**config.mk**
```make
export PLATFORM = sky130hd
export DESIGN_NAME = uart_tx_framer
export DESIGN_NICKNAME = d
export VERILOG_FILES = /design/src/rtl/uart_tx_framer_pkg.sv /design/src/rtl/uart_tx_framer_baud_tick_gen.sv /design/src/rtl/uart_tx_framer.sv
export SDC_FILE = /design/constraint.sdc
export NUM_CORES = 1
export LEC_CHECK = 0
export BUFFER_PORTS_ARGS = -buffer_cell sky130_fd_sc_hd__buf_2
export CAP_MARGIN = 20
export CORE_UTILIZATION = 40
export CTS_CLUSTER_SIZE = 25
export DETAILED_ROUTE_END_ITERATION = 12
export PLACE_DENSITY = 0.69
export SETUP_SLACK_MARGIN = 0.3
export SYNTH_ARGS = -nofsm -noshare
export SYNTH_HDL_FRONTEND = slang
export SYNTH_SLANG_ARGS = --single-unit
```
**constraint.sdc**
```tcl
create_clock -name clk -period 4.3 [get_ports clk]
set_input_delay 0.43 -clock clk [delete_from_list [all_inputs] [get_ports clk]]
set_output_delay 0.43 -clock clk [all_outputs]
set_load 0.05 [all_outputs]
```
**src/rtl/uart_tx_framer_pkg.sv**
```systemverilog
// UartGlobalPkg: shared UART types, widths and small legalisation helpers
// used by the transmit framer and its baud tick generator.
package UartGlobalPkg;

  localparam int DATA_WIDTH = 8;

  typedef enum logic {
    EVEN_PARITY = 1'b0,
    ODD_PARITY  = 1'b1
  } parityTypeEnum;

  typedef enum logic [1:0] {
    ONE_BIT = 2'd1,
    TWO_BIT = 2'd2
  } stopBitEnum;

  typedef enum logic [4:0] {
    OVERSAMPLING_13 = 5'd13,
    OVERSAMPLING_16 = 5'd16
  } overSamplingEnum;

  typedef enum logic [3:0] {
    FIVE_BITS  = 4'd5,
    SIX_BITS   = 4'd6,
    SEVEN_BITS = 4'd7,
    EIGHT_BITS = 4'd8
  } dataTypeEnum;

  typedef enum logic [3:0] {
    RESET,
    IDLE,
    STARTBIT,
    BIT0,
    BIT1,
    BIT2,
    BIT3,
    BIT4,
    BIT5,
    BIT6,
    BIT7,
    PARITYBIT,
    STOPBIT,
    INVALIDSTOPBIT
  } UartTransmitterStateEnum;

  // Data widths outside 5..8 fall back to a full byte.
  function automatic logic [3:0] legalDataBits(input logic [3:0] dataType);
    return ((dataType < 4'd5) || (dataType > 4'd8)) ? 4'd8 : dataType;
  endfunction

  // Only 13x is an alternative; anything else runs at 16x.
  function automatic logic [4:0] legalOverSampling(input logic [4:0] overSampling);
    return (overSampling == 5'd13) ? 5'd13 : 5'd16;
  endfunction

  // A divider of zero behaves like a divider of one.
  function automatic logic [15:0] legalClkDiv(input logic [15:0] clkDiv);
    return (clkDiv == 16'd0) ? 16'd1 : clkDiv;
  endfunction

endpackage

```
**src/rtl/uart_tx_framer_baud_tick_gen.sv**
```systemverilog
// uart_baud_tick_gen: emits one oversample tick every max(clkDiv,1) clk
// cycles. clear restarts the count so each bit period starts aligned.
module uart_baud_tick_gen
  import UartGlobalPkg::*;
(
  input  logic        clk,
  input  logic        reset,
  input  logic        clear,
  input  logic [15:0] clkDiv,
  output logic        tick
);

  logic [15:0] count;
  logic [15:0] divEff;

  assign divEff = legalClkDiv(clkDiv);
  assign tick   = (count == (divEff - 16'd1));

  // Free-running divider, restarted on clear and wrapped on each tick.
  always_ff @(posedge clk) begin
    if (reset || clear) begin
      count <= 16'd0;
    end else if (tick) begin
      count <= 16'd0;
    end else begin
      count <= count + 16'd1;
    end
  end

endmodule

```
**src/rtl/uart_tx_framer.sv**
```systemverilog
// uart_tx_framer: serialises one byte per handshake into a UART frame
// (start, 5..8 data bits LSB first, optional parity, 1 or 2 stop bits).
// Optional feature macro: UART_TX_ERR_INJ_EN adds parity and framing
// error injection inputs captured with each byte.
//
// Handshake: a byte is taken on any rising edge where txValid && txReady.
// txReady is high only in IDLE; txValid may drop at any time after the
// handshake without affecting the frame in flight.
module uart_tx_framer
  import UartGlobalPkg::*;
(
  input  logic                    clk,
  input  logic                    reset,
  input  logic [DATA_WIDTH-1:0]   txData,
  input  logic                    txValid,
  output logic                    txReady,
  input  logic [3:0]              dataType,
  input  logic                    parityEnable,
  input  logic                    parityType,
  input  logic [1:0]              stopBits,
  input  logic [4:0]              overSampling,
  input  logic [15:0]             clkDiv,
`ifdef UART_TX_ERR_INJ_EN
  input  logic                    injectParityError,
  input  logic                    injectFramingError,
`endif
  output logic                    tx,
  output logic                    busy,
  output UartTransmitterStateEnum state
);

  // Shadow copies of the frame configuration, frozen at the handshake.
  logic [DATA_WIDTH-1:0] dataReg;
  logic [3:0]            dataBitsReg;
  logic                  parityEnReg;
  logic                  parityTypeReg;
  logic [1:0]            stopBitsReg;
  logic [4:0]            ovsReg;
  logic [15:0]           clkDivReg;
`ifdef UART_TX_ERR_INJ_EN
  logic                  injParityReg;
  logic                  injFramingReg;
`endif

  logic                  stopPhase;
  logic [4:0]            ovsCnt;
  logic                  tick;
  logic                  bitDone;
  logic                  clearCounters;
  logic [2:0]            dataIdx;
  logic [2:0]            nextIdx;
  logic                  isLastData;
  logic [DATA_WIDTH-1:0] dataMask;
  logic                  parityBit;
  logic                  twoStop;
  UartTransmitterStateEnum stopState;
  logic                  stopLevel;

  assign txReady = (state == IDLE);
  assign busy    = (state != IDLE) && (state != RESET);

  // A bit period ends on the tick that completes the last oversample.
  assign bitDone       = busy && tick && (ovsCnt == (ovsReg - 5'd1));
  assign clearCounters = bitDone || !busy;

  assign dataIdx    = 3'(state - BIT0);
  assign nextIdx    = dataIdx + 3'd1;
  assign isLastData = ({1'b0, dataIdx} == (dataBitsReg - 4'd1));
  assign dataMask   = {DATA_WIDTH{1'b1}} >> (4'd8 - dataBitsReg);
  assign twoStop    = (stopBitsReg == TWO_BIT);

`ifdef UART_TX_ERR_INJ_EN
  assign parityBit = (^(dataReg & dataMask)) ^ parityTypeReg ^ injParityReg;
  assign stopState = injFramingReg ? INVALIDSTOPBIT : STOPBIT;
  assign stopLevel = !injFramingReg;
`else
  assign parityBit = (^(dataReg & dataMask)) ^ parityTypeReg;
  assign stopState = STOPBIT;
  assign stopLevel = 1'b1;
`endif

  uart_baud_tick_gen u_tickGen (
    .clk    (clk),
    .reset  (reset),
    .clear  (clearCounters),
    .clkDiv (clkDivReg),
    .tick   (tick)
  );

  // Oversample counter: counts ticks within the current bit period.
  always_ff @(posedge clk) begin
    if (reset || clearCounters) begin
      ovsCnt <= 5'd0;
    end else if (tick) begin
      ovsCnt <= ovsCnt + 5'd1;
    end
  end

  // Frame FSM: sequences the bit states and registers the serial line.
  always_ff @(posedge clk) begin
    if (reset) begin
      state         <= RESET;
      tx            <= 1'b1;
      stopPhase     <= 1'b0;
      dataReg       <= '0;
      dataBitsReg   <= 4'd0;
      parityEnReg   <= 1'b0;
      parityTypeReg <= 1'b0;
      stopBitsReg   <= 2'd0;
      ovsReg        <= 5'd0;
      clkDivReg     <= 16'd0;
`ifdef UART_TX_ERR_INJ_EN
      injParityReg  <= 1'b0;
      injFramingReg <= 1'b0;
`endif
    end else begin
      case (state)
        RESET: begin
          state <= IDLE;
          tx    <= 1'b1;
        end
        IDLE: begin
          tx <= 1'b1;
          if (txValid) begin
            dataReg       <= txData;
            dataBitsReg   <= legalDataBits(dataType);
            parityEnReg   <= parityEnable;
            parityTypeReg <= parityType;
            stopBitsReg   <= stopBits;
            ovsReg        <= legalOverSampling(overSampling);
            clkDivReg     <= clkDiv;
`ifdef UART_TX_ERR_INJ_EN
            injParityReg  <= injectParityError;
            injFramingReg <= injectFramingError;
`endif
            stopPhase     <= 1'b0;
            state         <= STARTBIT;
            tx            <= 1'b0;
          end
        end
        STARTBIT: begin
          if (bitDone) begin
            state <= BIT0;
            tx    <= dataReg[0];
          end
        end
        BIT0, BIT1, BIT2, BIT3, BIT4, BIT5, BIT6, BIT7: begin
          if (bitDone) begin
            if (!isLastData) begin
              state <= UartTransmitterStateEnum'(state + 4'd1);
              tx    <= dataReg[nextIdx];
            end else if (parityEnReg) begin
              state <= PARITYBIT;
              tx    <= parityBit;
            end else begin
              state <= stopState;
              tx    <= stopLevel;
            end
          end
        end
        PARITYBIT: begin
          if (bitDone) begin
            state <= stopState;
            tx    <= stopLevel;
          end
        end
`ifdef UART_TX_ERR_INJ_EN
        STOPBIT, INVALIDSTOPBIT: begin
`else
        STOPBIT: begin
`endif
          if (bitDone) begin
            if (twoStop && !stopPhase) begin
              stopPhase <= 1'b1;
            end else begin
              state <= IDLE;
              tx    <= 1'b1;
            end
          end
        end
        default: begin
          state <= IDLE;
          tx    <= 1'b1;
        end
      endcase
    end
  end

endmodule
```
Word level (Yosys, flattened, before mapping)
Cells that the tools add are included.

word-level totals
  bits in registers = 64
  bits of input ports = 40
  output and inout bits = 7
  logic and storage cells = 98

operators by class
  $add $sub $neg = 9
  magnitude comparators = 3
  equality and inequality tests = 25
  shift-type cells = 1
  muxes and demuxes = 27
  bitwise gates (word level) = 2
  reduce and logical (&&, ||, !) cells = 19

operators by type and width
  kind                                                 count
  2-to-1 mux 4 bit                                     8
  equality test 4 bit, second input constant           5
  one-hot mux 4 bit (5 select lines)                   1
  adder 16 x 1 -> 16 bit, second input constant        1
  equality test 16 bit                                 1
  equality test 4 x 3 -> 1 bit, second input constant  4
  zero test 16 bit                                     1
  2-to-1 mux 16 bit                                    1
  subtractor 16 x 1 -> 16 bit, second input constant   1
  inequality test 2 bit, second input constant         7
  2-to-1 mux 1 bit                                     12
  AND 8 bit                                            1
  equality test 4 x 2 -> 1 bit, second input constant  2
  OR reduction 8 bit                                   1
  parity 8 bit                                         1
  right shift 8 x 4 -> 8 bit, first input constant     1
  AND reduction 6 bit                                  1
  adder 5 x 1 -> 5 bit, second input constant          1
  equality test 5 x 4 -> 1 bit, second input constant  1
  equality test 5 bit                                  1
  2-to-1 mux 5 bit                                     1
  one-hot mux 1 bit (5 select lines)                   1
  AND reduction 5 bit                                  1
  subtractor 5 x 1 -> 5 bit, second input constant     1
  other kinds (24)                                     30

Logic depth before layout (Yosys ltp)
  depth in word-level cells = 9
  mapped depth = 16
  gate-level depth less buffers = 12

Cells and area by module
From an unflattened synthesis, not the netlist that was laid out.

unflattened totals
  cell total of the unflattened synthesis = 464
  area, all modules = 3703.6 um^2

by module, submodules not included
  module              times used  cells each  area an instance (um^2)
  uart_tx_framer      1           291         2343.5
  uart_baud_tick_gen  1           173         1360.1

Worst setup path before layout
No wires, ideal clock.

  kind = register to register
  start = register clkDivReg[4]
  end = register u_tickGen.count[10]
  setup time = 0.117 ns
  arrival = 3.483 ns
  path slack = 0.700 ns
  cell stages (with the launch flop) = 17
  buffers on the path = 4
  period minus slack after synthesis = 3.600 ns
  path through = dfxtp_1 -> or4_1 -> buf_6 -> nor3_1 -> a21oi_1 -> ha_1 -> or3b_2 -> clkbuf_1 -> nor3_1 -> xnor2_1 -> nor4_1 -> nand3_1 -> nor4_4 -> or2_1 -> clkbuf_2 -> buf_2 -> nor2_1

on the way
  longest elaborated chain between the ends = 9

RTL lines
  item                              line                                text
  from (decl)                       uart_tx_framer.sv:39                logic [15:0] clkDivReg;
  from (signal assigned)            uart_tx_framer.sv:131               clkDivReg <= clkDiv;
  zero test 16 bit                  uart_tx_framer_pkg.sv:58            return (clkDiv == 16'd0) ? 16'd1 : clkDiv;
  2-to-1 mux 16 bit (*)             uart_tx_framer_pkg.sv:58
  subtractor 16 x 1 -> 16 bit (*)   uart_tx_framer_baud_tick_gen.sv:17  assign tick = (count == (divEff - 16'd1));
  equality test 16 bit (*)          uart_tx_framer_baud_tick_gen.sv:17
  logical AND 1 bit (2 in a row)    uart_tx_framer.sv:63                assign bitDone = busy && tick && (ovsCnt == (ovsReg - 5'd1));
  logical OR 1 bit                  uart_tx_framer.sv:64                assign clearCounters = bitDone || !busy;
  logical OR 1 bit                  uart_tx_framer_baud_tick_gen.sv:21  if (reset || clear) begin
  OR reduction 2 bit (no line) (*)  -
  to (signal assigned)              uart_tx_framer_baud_tick_gen.sv:26  count <= count + 16'd1;
  to (decl)                         uart_tx_framer_baud_tick_gen.sv:13  logic [15:0] count;

Mark *: on every way between the ends. The rest lies on a longest branch, timed or not.
A chain may end at the register's enable or synchronous reset.

Worst setup path in the final report
  start = register clkDivReg[4]
  end = register u_tickGen.count[9]

The elaborated chain is that of the path after synthesis.

==> impl_metrics.yaml <==
worst_setup_path:
  crit_fanout: 16
  r2r_slack_ps: 590
  critPathMaxStageDelay_ps: 700
  path_class: "flop to flop"
  crit_arrival_ps: 3930
  cp-start-kind: "flop"
  cp-end-kind: "flop"
  critPathSlowestCell: "or4_1"
  required_ps: 4530
  crit_chain: "or4_1, nor3_2, a21oi_1, ha_1, or3b_2, nor3_1, xnor2_1, nor4_1, nand3_1, nor4_4, or2_2, nor2_1"
routing:
  route.detailed.drc: 6
  drt_iter0_drc: 117
  via_count: 3208
  ant_nets: 0
  routedWlPerCell_um: 13.5
  dr.pass1.iters: 9
  viasPerCell: 5.28
  wirelength_mm: 8.23
layout:
  fin_area_mm2: 0.00410
  syn_to_final_growth_pct: 12.1
  final_nets: 548
  drive_gt1_share_pct: 17.4
  antenna_cells: 0
  layout_commonest_cell: "nand2_1"
  mostFrequentLayoutCells: "nand2_1, dfxtp_1, buf_2"
  layout.cells.non_filler: 608
clock_network:
  cts_tree: "done"
  htreeDepth: 3
  clockBufferDepth: 2
  clk_pin_slew_worst_paths_ps: 70
  post-cts-setup-buffers: 0
  cts.sinks: 61
  postCtsHoldBufs: 0
  root_buffer: "clkbuf_8"
  numCtsBuffers: 9
  clock_latency_ps: 340
placement:
  port_buffers: 46
  place_area_mm2: 0.00393
  hpwlAfterDp_mm: 6.08
  gp_congestion: 0.874
  dp.cells: 593
  place_ws_ps: 360
timing:
  min_period_ps: 3710
  slew_viol_final: 0
  relSlewSlack_pct: 36.1
  fin_crit_sh_pct: 86.2
  tightest_slew_ps: 959
  setup_violations: 0
  tns_ps: 0
  hold_viol: 0
  rsz0062_at_grt: "false"
  fin_ws_ps: 594
  holdWs_ps: 317
  skew_ps: 10.2
  max_freq_mhz: 270
floorplanning:
  io_pins: 47
  die_y_um: 97.7
  core_region_area_mm2: 0.00881
  rows: 34
  start_util_pct: 41.6
  fp.dieArea_mm2: 0.00954
  die_width_um: 97.7
global_route:
  antenna_found_initial: 0
  grt_max_degree: 45
  grt_first_pass_wirelength_mm: 14.5
  track_usage_pct: 18.7
  grt_pass1_vias: 3091
  grt.overflow.total: 0
synthesis:
  synth_warnings: 0
  syn-cell-area_mm2: 0.00366
  syn_area_per_cell_um2: 8.01
  ys_seq_area_share_pct: 33.3
  synthFlopType: "dfxtp_1"
  synthCells: 457
  async_flop_share_pct: 0
  synth.ff_latch_count: 61
  synth_enable_flop_cells: 0
  synthesis.nets: 509
  ys_types: 62
run:
  max_cap_viol_count: 0
power_and_ir_drop:
  p_leak_nw: 1.54
  power_density_mw_per_mm2: 566
  ir_drop_mv: 0.220
worst_hold_path:
  worstHoldPathType: "primary input to flop"
status:
  violations: "design-rule violations"
  status: "complete, but fails checks"
-- timing repair --
action                                 in CTS  in global routing
setup endpoints to repair                   0                 21
gates resized for setup                     0                  2
endpoints found under the hold margin       0                  0
-- path summary, 6_finish.rpt --
| check | startpoint | end | depth (start not counted) |
|---|---|---|---|
| max | clkDivReg[4]$_SDFFE_PP0P_ | u_tickGen.count[9]$_SDFF_PP0_ | 12 |
| min | txData[0] | dataReg[0]$_SDFFE_PP0P_ | 3 |
| max reg2reg | clkDivReg[4]$_SDFFE_PP0P_ | u_tickGen.count[9]$_SDFF_PP0_ | 12 |
| min reg2reg | stopPhase$_SDFFE_PP0P_ | stopPhase$_SDFFE_PP0P_ | 2 |
-- synthesized netlist by cell type, types with 2 or more instances --
library cell	n	area share [%]
nor2_1	36	3.7
or4_4	4	1.2
nor3_1	12	1.6
nand2b_1	5	0.85
nor4_1	6	1.0
or3_1	6	1.0
nand4_1	3	0.51
ha_1	12	4.1
a211oi_1	4	0.82
a21boi_0	4	0.82
xnor2_1	27	6.5
a31oi_1	4	0.68
a21oi_1	44	6.0
o21ai_0	12	1.6
a221oi_1	3	0.72
nand3_1	15	2.0
nor3b_1	2	0.41
mux2i_1	3	0.82
inv_1	15	1.5
nand2_1	82	8.4
mux4_2	2	1.2
nand3b_1	3	0.61
o21a_1	2	0.41
nor4b_1	3	0.72
and2_1	4	0.68
nor2b_1	7	1.2
xor2_1	19	4.5
mux2_2	2	0.61
and3_1	6	1.0
o211ai_1	2	0.41
clkbuf_1	17	1.7
dfxtp_1	61	33
-- cells by family (layout without fill, tap and decap cells) --
kind of cell,count (synthesis),in the layout,synth area share (%)
AOI/OAI and AO/OA,88,88,15.0
xor gates and xnor gates,46,46,11.0
adders and majority gates,12,12,4.10
buffers and inverters,36,79,4.75
DFF,61,61,33.3
muxes,7,7,2.66
and+or+nand+nor,207,207,29.1
-- per-layer routing --
metal | global-route usage [%] | share of wire, % | vias to the layer above
met5 | 0 | 0 | -
met4 | 7.46 | 1.8 | 0
met3 | 3.88 | 4.1 | 14
met2 | 28.6 | 42 | 76
met1 | 25.6 | 52 | 1454
li1 | - | - | 1664
-- final cells by class --
cell class	instances	area [um2]
inverter	15	56.3
clock inverter	4	25.0
sequential	61	1220
clock buffer	11	141
tap	108	135
fill	873	4700
multi-input combinational	360	2270
timing repair buffer	49	253
-- report_power, final --
group | internal (mW) | switching [mW] | total [mW]
logic | 0.481 | 0.678 | 1.16
registers | 0.629 | 0.0880 | 0.717
clock network | 0.219 | 0.226 | 0.446
total | 1.33 | 0.993 | 2.32
-- critical path, delay by kind of cell, from the launching register on --
family | cells | cell delay [ps]
and+or+nand+nor | 9 | 2720
DFF | 1 | 370
adders and majority gates | 1 | 230
xor gates and xnor gates | 1 | 140
AOI/OAI and AO/OA | 1 | 110
-- sequential cells by signal, indices dropped and copies added, names as in the netlist --
signal           count
stopBitsReg          2
parityEnReg          1
parityTypeReg        1
ovsCnt               5
clkDivReg           16
state                4
dataReg              8
stopPhase            1
tx                   1
dataBitsReg          4
u_tickGen.count     16
ovsReg               2
-- metrics by stage --
step	util (%)	power, mW
6_report	46.6	2.32
2_1_floorplan	-	1.67
3_5_place_dp	44.7	1.88
5_1_grt	46.6	2.50
3_3_place_gp	44.7	1.86
4_1_cts	46.5	2.32
No activity file was read; power rests on OpenSTA's default activity.
